<file path="config.mk">
export PLATFORM = sky130hd
export DESIGN_NAME = muldiv_unit_flat
export DESIGN_NICKNAME = d
export VERILOG_FILES = /design/src/rtl/muldiv_pkg.sv /design/src/rtl/muldiv_unit_if.sv /design/src/rtl/muldiv_unit.sv /design/src/flat_wrapper.sv
export SDC_FILE = /design/constraint.sdc
export NUM_CORES = 1
export LEC_CHECK = 0
export ABC_CLOCK_PERIOD_IN_PS = 5400
export CORE_MARGIN = 3
export CORE_UTILIZATION = 55
export CTS_BUF_LIST = sky130_fd_sc_hd__clkbuf_16
export DETAILED_ROUTE_END_ITERATION = 8
export GPL_ROUTABILITY_DRIVEN = 0
export PLACE_DENSITY = 0.77
export SYNTH_ARGS = -nofsm -noshare
export SYNTH_HDL_FRONTEND = slang
export SYNTH_SLANG_ARGS = --single-unit
</file>
<file path="constraint.sdc">
create_clock -name clock -period 5.4 [get_ports clock]
set_input_delay 0.81 -clock clock [delete_from_list [all_inputs] [get_ports clock]]
set_output_delay 0.81 -clock clock [all_outputs]
set_load 0.005 [all_outputs]
</file>
<file path="src/rtl/muldiv_pkg.sv">
// rtl/muldiv_pkg.sv - shared constants for the multiply/divide execute unit
package muldiv_pkg;

  localparam int WIDTH_DEFAULT = 64;

  localparam logic [2:0] OP_MUL   = 3'b000;
  localparam logic [2:0] OP_SMULH = 3'b001;
  localparam logic [2:0] OP_UMULH = 3'b010;
  localparam logic [2:0] OP_SDIV  = 3'b100;
  localparam logic [2:0] OP_UDIV  = 3'b101;

  // Writes to the zero register are swallowed at the register file port.
  localparam logic [4:0] XZR = 5'd31;

  typedef enum logic [1:0] {
    IDLE = 2'd0,
    CALC = 2'd1,
    FIX  = 2'd2,
    DONE = 2'd3
  } state_t;

endpackage

</file>
<file path="src/rtl/muldiv_unit_if.sv">
// rtl/muldiv_unit_if.sv - operand request and writeback handshake bundle
interface muldiv_unit_if #(
  parameter int WIDTH = 64
);

  logic             in_valid;
  logic             in_ready;
  logic [2:0]       in_op;
  logic [WIDTH-1:0] in_a;
  logic [WIDTH-1:0] in_b;
  logic [4:0]       in_rd;
  logic             out_valid;
  logic             out_ready;
  logic             out_write;
  logic [4:0]       out_rd;
  logic [WIDTH-1:0] out_data;

  modport master (
    output in_valid, in_op, in_a, in_b, in_rd, out_ready,
    input  in_ready, out_valid, out_write, out_rd, out_data
  );

  modport slave (
    input  in_valid, in_op, in_a, in_b, in_rd, out_ready,
    output in_ready, out_valid, out_write, out_rd, out_data
  );

endinterface

</file>
<file path="src/rtl/muldiv_unit.sv">
// rtl/muldiv_unit.sv - iterative shift-add multiplier / restoring divider
// feeding the register file write port with a fixed WIDTH+2 cycle latency.
module muldiv_unit
  import muldiv_pkg::*;
#(
  parameter int WIDTH = WIDTH_DEFAULT,
  parameter int CNT_W = $clog2(WIDTH)
) (
  input logic          clock,
  input logic          reset_n,
  input logic          flush,
  muldiv_unit_if.slave bus
);

  localparam logic [CNT_W-1:0] LAST_ITER = CNT_W'(WIDTH - 1);

  function automatic logic [WIDTH-1:0] twos_negate(input logic [WIDTH-1:0] v, input logic neg);
    return neg ? (~v + WIDTH'(1)) : v;
  endfunction

  state_t           state;
  logic [CNT_W-1:0] cnt;
  logic [2:0]       op_q;
  logic [4:0]       rd_q;
  logic             neg_q;
  logic             bzero_q;
  // hi_q:lo_q is the 2*WIDTH product, or remainder:dividend/quotient when dividing.
  logic [WIDTH-1:0] hi_q;
  logic [WIDTH-1:0] lo_q;
  logic [WIDTH-1:0] opnd_q;

  logic             acc_div;
  logic             acc_signed;
  logic             a_neg;
  logic             b_neg;
  logic [WIDTH-1:0] a_op;
  logic [WIDTH-1:0] b_op;

  assign acc_div    = bus.in_op[2];
  assign acc_signed = (bus.in_op == OP_SMULH) || (bus.in_op == OP_SDIV);
  assign a_neg      = acc_signed & bus.in_a[WIDTH-1];
  assign b_neg      = acc_signed & bus.in_b[WIDTH-1];
  assign a_op       = twos_negate(bus.in_a, a_neg);
  assign b_op       = twos_negate(bus.in_b, b_neg);

  logic [WIDTH:0] mul_sum;
  logic [WIDTH:0] div_shift;
  logic [WIDTH:0] div_diff;

  assign mul_sum   = {1'b0, hi_q} + ({1'b0, opnd_q} & {(WIDTH+1){lo_q[0]}});
  assign div_shift = {hi_q, lo_q[WIDTH-1]};
  assign div_diff  = div_shift - {1'b0, opnd_q};

  // High half of -(hi:lo): a borrow out of the low half only exists when lo is zero.
  logic [WIDTH-1:0] smulh_hi;
  logic [WIDTH-1:0] result;

  assign smulh_hi = (neg_q && (lo_q != '0)) ? ~hi_q : twos_negate(hi_q, neg_q);

  always_comb begin
    result = '0;
    case (op_q)
      OP_MUL:   result = lo_q;
      OP_SMULH: result = smulh_hi;
      OP_UMULH: result = hi_q;
      OP_SDIV:  result = bzero_q ? '0 : twos_negate(lo_q, neg_q);
      OP_UDIV:  result = bzero_q ? '0 : lo_q;
      default:  result = '0;
    endcase
  end

  assign bus.in_ready  = reset_n && (state == IDLE);
  assign bus.out_write = bus.out_valid & bus.out_ready & ~flush & (bus.out_rd != XZR);

  always_ff @(posedge clock or negedge reset_n) begin
    if (!reset_n) begin
      state         <= IDLE;
      cnt           <= '0;
      op_q          <= OP_MUL;
      rd_q          <= '0;
      neg_q         <= 1'b0;
      bzero_q       <= 1'b0;
      hi_q          <= '0;
      lo_q          <= '0;
      opnd_q        <= '0;
      bus.out_valid <= 1'b0;
      bus.out_data  <= '0;
      bus.out_rd    <= '0;
    end else if (flush) begin
      state         <= IDLE;
      cnt           <= '0;
      bus.out_valid <= 1'b0;
    end else begin
      case (state)
        IDLE: begin
          if (bus.in_valid) begin
            op_q    <= bus.in_op;
            rd_q    <= bus.in_rd;
            neg_q   <= a_neg ^ b_neg;
            bzero_q <= (bus.in_b == '0);
            hi_q    <= '0;
            lo_q    <= acc_div ? a_op : b_op;
            opnd_q  <= acc_div ? b_op : a_op;
            cnt     <= '0;
            state   <= CALC;
          end
        end
        CALC: begin
          cnt <= cnt + 1'b1;
          if (op_q[2]) begin
            if (!div_diff[WIDTH]) begin
              hi_q <= div_diff[WIDTH-1:0];
              lo_q <= {lo_q[WIDTH-2:0], 1'b1};
            end else begin
              hi_q <= div_shift[WIDTH-1:0];
              lo_q <= {lo_q[WIDTH-2:0], 1'b0};
            end
          end else begin
            hi_q <= mul_sum[WIDTH:1];
            lo_q <= {mul_sum[0], lo_q[WIDTH-1:1]};
          end
          if (cnt == LAST_ITER) state <= FIX;
        end
        FIX: begin
          bus.out_data  <= result;
          bus.out_rd    <= rd_q;
          bus.out_valid <= 1'b1;
          state         <= DONE;
        end
        DONE: begin
          if (bus.out_ready) begin
            bus.out_valid <= 1'b0;
            state         <= IDLE;
          end
        end
        default: state <= IDLE;
      endcase
    end
  end

endmodule

</file>
<file path="src/flat_wrapper.sv">
// flat-port wrapper written by rule: the top's interface ports become plain ports
module muldiv_unit_flat import muldiv_pkg::*;
#(
  parameter int WIDTH = WIDTH_DEFAULT,
  parameter int CNT_W = $clog2(WIDTH)
)
  (clock, reset_n, flush, bus_in_valid, bus_in_op, bus_in_a, bus_in_b, bus_in_rd, bus_out_ready, bus_in_ready, bus_out_valid, bus_out_write, bus_out_rd, bus_out_data);
  muldiv_unit_if #(.WIDTH(WIDTH)) bus_i ();
  input logic clock;
  input logic reset_n;
  input logic flush;
  input wire logic [$bits(bus_i.in_valid)-1:0] bus_in_valid;
  input wire logic [$bits(bus_i.in_op)-1:0] bus_in_op;
  input wire logic [$bits(bus_i.in_a)-1:0] bus_in_a;
  input wire logic [$bits(bus_i.in_b)-1:0] bus_in_b;
  input wire logic [$bits(bus_i.in_rd)-1:0] bus_in_rd;
  input wire logic [$bits(bus_i.out_ready)-1:0] bus_out_ready;
  output wire logic [$bits(bus_i.in_ready)-1:0] bus_in_ready;
  output wire logic [$bits(bus_i.out_valid)-1:0] bus_out_valid;
  output wire logic [$bits(bus_i.out_write)-1:0] bus_out_write;
  output wire logic [$bits(bus_i.out_rd)-1:0] bus_out_rd;
  output wire logic [$bits(bus_i.out_data)-1:0] bus_out_data;
  assign bus_i.in_valid = bus_in_valid;
  assign bus_i.in_op = bus_in_op;
  assign bus_i.in_a = bus_in_a;
  assign bus_i.in_b = bus_in_b;
  assign bus_i.in_rd = bus_in_rd;
  assign bus_i.out_ready = bus_out_ready;
  assign bus_in_ready = bus_i.in_ready;
  assign bus_out_valid = bus_i.out_valid;
  assign bus_out_write = bus_i.out_write;
  assign bus_out_rd = bus_i.out_rd;
  assign bus_out_data = bus_i.out_data;
  muldiv_unit #(.WIDTH(WIDTH), .CNT_W(CNT_W)) u_core (.clock(clock), .reset_n(reset_n), .flush(flush), .bus(bus_i));
endmodule
</file>
==> tab_implementation.tex <==
\begin{tabular}{lr}
\hline
Metric & Value \\
\hline
\multicolumn{2}{l}{\textbf{Yosys}} \\
Count of yosys warnings during synthesis & 0 \\
Mean Syn Cell Area & 7.35 sq um \\
Library cells used by synthesis & 83 \\
Cell type contributing the most total cell area after synthesis & dfrtp\_1 \\
Leading cell type by number of instances after synthesis & nand2\_1 \\
Primary flip-flop cell chosen by synthesis mapping & dfrtp\_1 \\
Biggest area contributors in the synthesized netlist & dfrtp\_1 25\%, a21oi\_1 7.1\%, o21ai\_0 7.0\% \\
Nets in the synthesized netlist & 4135 \\
Post-synth top area share & 24.7\% \\
Register bit count reported by yosys & 280 \\
Number of flops mapped to enable cells by yosys & 0 \\
Part of the Yosys area used for sequential elements & 24.7\% \\
Synth Instances & 3854 \\
Cell types with the highest counts after synthesis & 477 x nand2\_1, 401 x a21oi\_1, 396 x o21ai\_0, 365 x nor2\_1, 280 x dfrtp\_1 \\
Netlist area before placement & 0.0283 sq mm \\
Asr flop ratio synth & 100\% \\
\multicolumn{2}{l}{\textbf{Global routing}} \\
Global-route wire length before repair & 152000 microns \\
Total global routing overflow & 0 \\
Vias in the first global route & 27191 \\
Largest net degree at the start of global routing & 122 \\
Gr usage total & 34.9\% \\
Number of antenna violations at the first check in global routing & 1 \\
\multicolumn{2}{l}{\textbf{Clocking}} \\
Post CTS Setup Buffer Count & 0 \\
CTS tree & done \\
CTS resizes & 0 \\
Clock Tree Buf Depth & 3 \\
Clock transition at the registers of the reported paths & 0.07 ns \\
Number of clock buffers inserted by TritonCTS & 31 \\
Later-pin clock latency in the skew report & 0.60 ns \\
Clock root buffer & clkbuf\_16 \\
CTS sink cnt & 280 \\
H-tree levels & 1 \\
Hold-fix buffer count after cts & 0 \\
\multicolumn{2}{l}{\textbf{Pwr}} \\
Sw Pwr & 10.4 mW \\
Clock power share & 10.8\% \\
Areal power density over the cells & 609 mW/mm\^{}2 \\
Sequential fraction of design power & 22.5\% \\
Combinational share of power & 66.8\% \\
Internal power consumption & 9.01 mW \\
Worst IR drop on VDD & 0.350 mV \\
Static leakage power & 13.2 nW \\
Switching share of total power & 53.6\% \\
\multicolumn{2}{l}{\textbf{Timing}} \\
Worst setup margin & 0.442 ns \\
Portion of the clock cycle consumed by the worst path in the final layout & 91.8\% \\
Transition time at the pin with the least slew margin & 0.990 ns \\
Final-report setup violation count & 0 \\
Hold Fails Final Rpt & 0 \\
Fmax & 0.202 GHz \\
Worst clock skew & 0.0165 ns \\
Number of max-slew violations in the final report & 0 \\
RSZ-0062 raised after global routing & no \\
Total negative setup slack & 0 ns \\
Post-layout minimum cycle time & 4.96 ns \\
Normalized max-slew margin & 34.0\% \\
\multicolumn{2}{l}{\textbf{Outcome}} \\
Result of the run & finished, final reports clean \\
\multicolumn{2}{l}{\textbf{Floorplan}} \\
Cell row count & 82 \\
Die Span Y & 233 microns \\
Number of top-level design ports & 213 \\
Overall die width & 233 microns \\
Die area & 0.0543 sq mm \\
Starting utilization of the core area & 56.0\% \\
Placeable core area & 0.0506 sq mm \\
\multicolumn{2}{l}{\textbf{Detailed routing}} \\
Number of detailed-routing iterations run before antenna repair & 7 \\
Routed wirelength normalized by instance count & 21.4 microns \\
Post-detailed-routing wire length & 98500 microns \\
DRC violation count after routing & 0 \\
Total number of vias & 30220 \\
Residual antenna-violating net count after detailed routing & 0 \\
DR vias/cell & 6.55 \\
DRT iter0 DRCs & 3998 \\
\multicolumn{2}{l}{\textbf{Placement}} \\
HPWL Detailed & 75400 microns \\
Number of I/O port buffers & 212 \\
Cell area after placement & 0.0309 sq mm \\
Minimum setup slack after placement & 0.560 ns \\
\multicolumn{2}{l}{\textbf{Critical path}} \\
Type of the worst setup path & reg -> reg \\
Max FO, Critical Path & 71 \\
Start point of the critical path & u\_core.lo\_q[63] \\
Type of destination of the critical path & flip-flop \\
Worst Path Required & 5.83 ns \\
Data arrival at the endpoint of the critical path & 5.39 ns \\
Launching element type of the critical path & flip-flop \\
Beginning of the worst register-to-register path & u\_core.lo\_q[63] \\
\multicolumn{2}{l}{\textbf{Hold path}} \\
Tightest Hold Check Type & in -> async \\
\multicolumn{2}{l}{\textbf{Layout}} \\
Area growth from synthesis to layout & 12.5\% \\
Fill cell total of the finished layout & 4600 \\
Number of nets at the end of the flow & 4199 \\
Storage cell area & 0.00701 sq mm \\
Share of final-layout standard cells stronger than drive strength 1 & 5.30\% \\
Multi-input logic area & 0.0200 sq mm \\
Finished layout cell area & 0.0319 sq mm \\
Diodes inserted & 0 \\
\multicolumn{2}{l}{\textbf{Flow run}} \\
Max\_cap viols & 0 \\
\hline
\end{tabular}
-- metrics by stage --
| step | hold WS, ns | std cells | power [mW] | utilization (%) |
|---|---|---|---|---|
| finish | 0.141 | 4613 | 19.4 | 63.1 |
| detailed placement | 0.459 | 4557 | 16.7 | 61.2 |
| floorplan | 0.442 | 3854 | 12.8 | - |
| CTS | 0.177 | 4613 | 18.9 | 63.1 |
| global placement | 0.455 | 4557 | 16.6 | 61.2 |
| global route | 0.199 | 4613 | 20.7 | 63.1 |
-- power by group through the flow --
| stage | combinational [mW] | sequential, mW | clock (mW) |
|---|---|---|---|
| floorplan | 9.11 | 3.73 | 0 |
| global placement | 12.3 | 4.26 | 0 |
| detailed placement | 12.4 | 4.29 | 0 |
| CTS | 12.5 | 4.26 | 2.10 |
| global route | 14.1 | 4.45 | 2.17 |
| finish | 13.0 | 4.36 | 2.09 |
-- sequential cells by signal, summed over array words and instances, names as in the netlist --
signal	cells
u_core.op_q	3
u_core.bus.out_data	64
u_core.rd_q	5
u_core.neg_q	1
u_core.opnd_q	64
u_core.bus.out_valid	1
u_core.cnt	6
u_core.lo_q	64
u_core.hi_q	64
u_core.bzero_q	1
u_core.bus.out_rd	5
u_core.state	2
-- routing by layer --
layer  GRT usage (%)  up-vias  share of wire, %
li1                -    14195                 -
met1            49.8    14070                42
met2            49.8     1715                41
met3            11.0      238                13
met4            11.6        2               3.5
met5               0        -             0.013
-- worst max-delay path, cell delays in order, from the launching register on --
cell and delay (ns):
dfrtp_1 0.49, inv_1 0.14, ha_1 0.23, fa_1 0.38, nand2b_1 0.19, a21oi_1 0.29, o21ai_0 0.20, o2111ai_1 0.34
nand2_1 0.21, o41ai_1 0.74, a31oi_1 0.26, xnor2_2 0.25, buf_12 0.38, mux2_2 0.39, nand2_1 0.06, o311ai_0 0.12
-- layout by cell type (no fill, tap or decap), types with 40 or more instances in the layout --
| cell type | n |
|---|---|
| a211oi_1 | 61 |
| a21o_1 | 64 |
| a21oi_1 | 399 |
| a22oi_1 | 54 |
| buf_4 | 57 |
| clkdlybuf4s50_1 | 210 |
| dfrtp_1 | 278 |
| ha_1 | 137 |
| inv_1 | 128 |
| mux2_2 | 52 |
| mux2i_1 | 86 |
| nand2_1 | 477 |
| nand3_1 | 52 |
| nand4_1 | 40 |
| nor2_1 | 363 |
| nor3_1 | 98 |
| o211ai_1 | 42 |
| o21ai_0 | 396 |
| o31ai_1 | 65 |
| or3_1 | 51 |
| xnor2_1 | 150 |
| xor2_1 | 116 |
-- cell families after synthesis --
family / Yosys count / share of synthesized area [%]
AO/OA/AOI/OAI: 1365 / 29.6
XOR/XNOR: 267 / 8.25
adder cells (fa/ha/maj): 140 / 6.23
buffers and inverters: 366 / 4.90
flip-flops: 280 / 24.7
multiplexers: 140 / 5.20
AND/OR/NAND/NOR: 1296 / 21.1
-- path summary, 6_finish.rpt --
| kind | end | slack [ns] | cells after the start |
|---|---|---|---|
| max | u_core.hi_q[6] | 0.44 | 15 |
| min | u_core.hi_q[57] | 0.14 | 1 |
| max reg2reg | u_core.hi_q[6] | 0.44 | 15 |
| min reg2reg | u_core.rd_q[2] | 0.47 | 2 |
| max in group asynchronous | u_core.bus.out_data[1] | 3.65 | 3 |
| min in group clock | u_core.rd_q[2] | 0.47 | 2 |
-- area by class of cell --
cell class | instances | area share, %
clock buffer | 31 | 2.43
clock inverter | 25 | 0.588
inverter | 126 | 1.48
multi-input combinational | 3208 | 62.7
sequential | 280 | 22.0
tap | 672 | 2.64
timing repair buffer | 271 | 8.17
(Power assumes the default switching activity.)
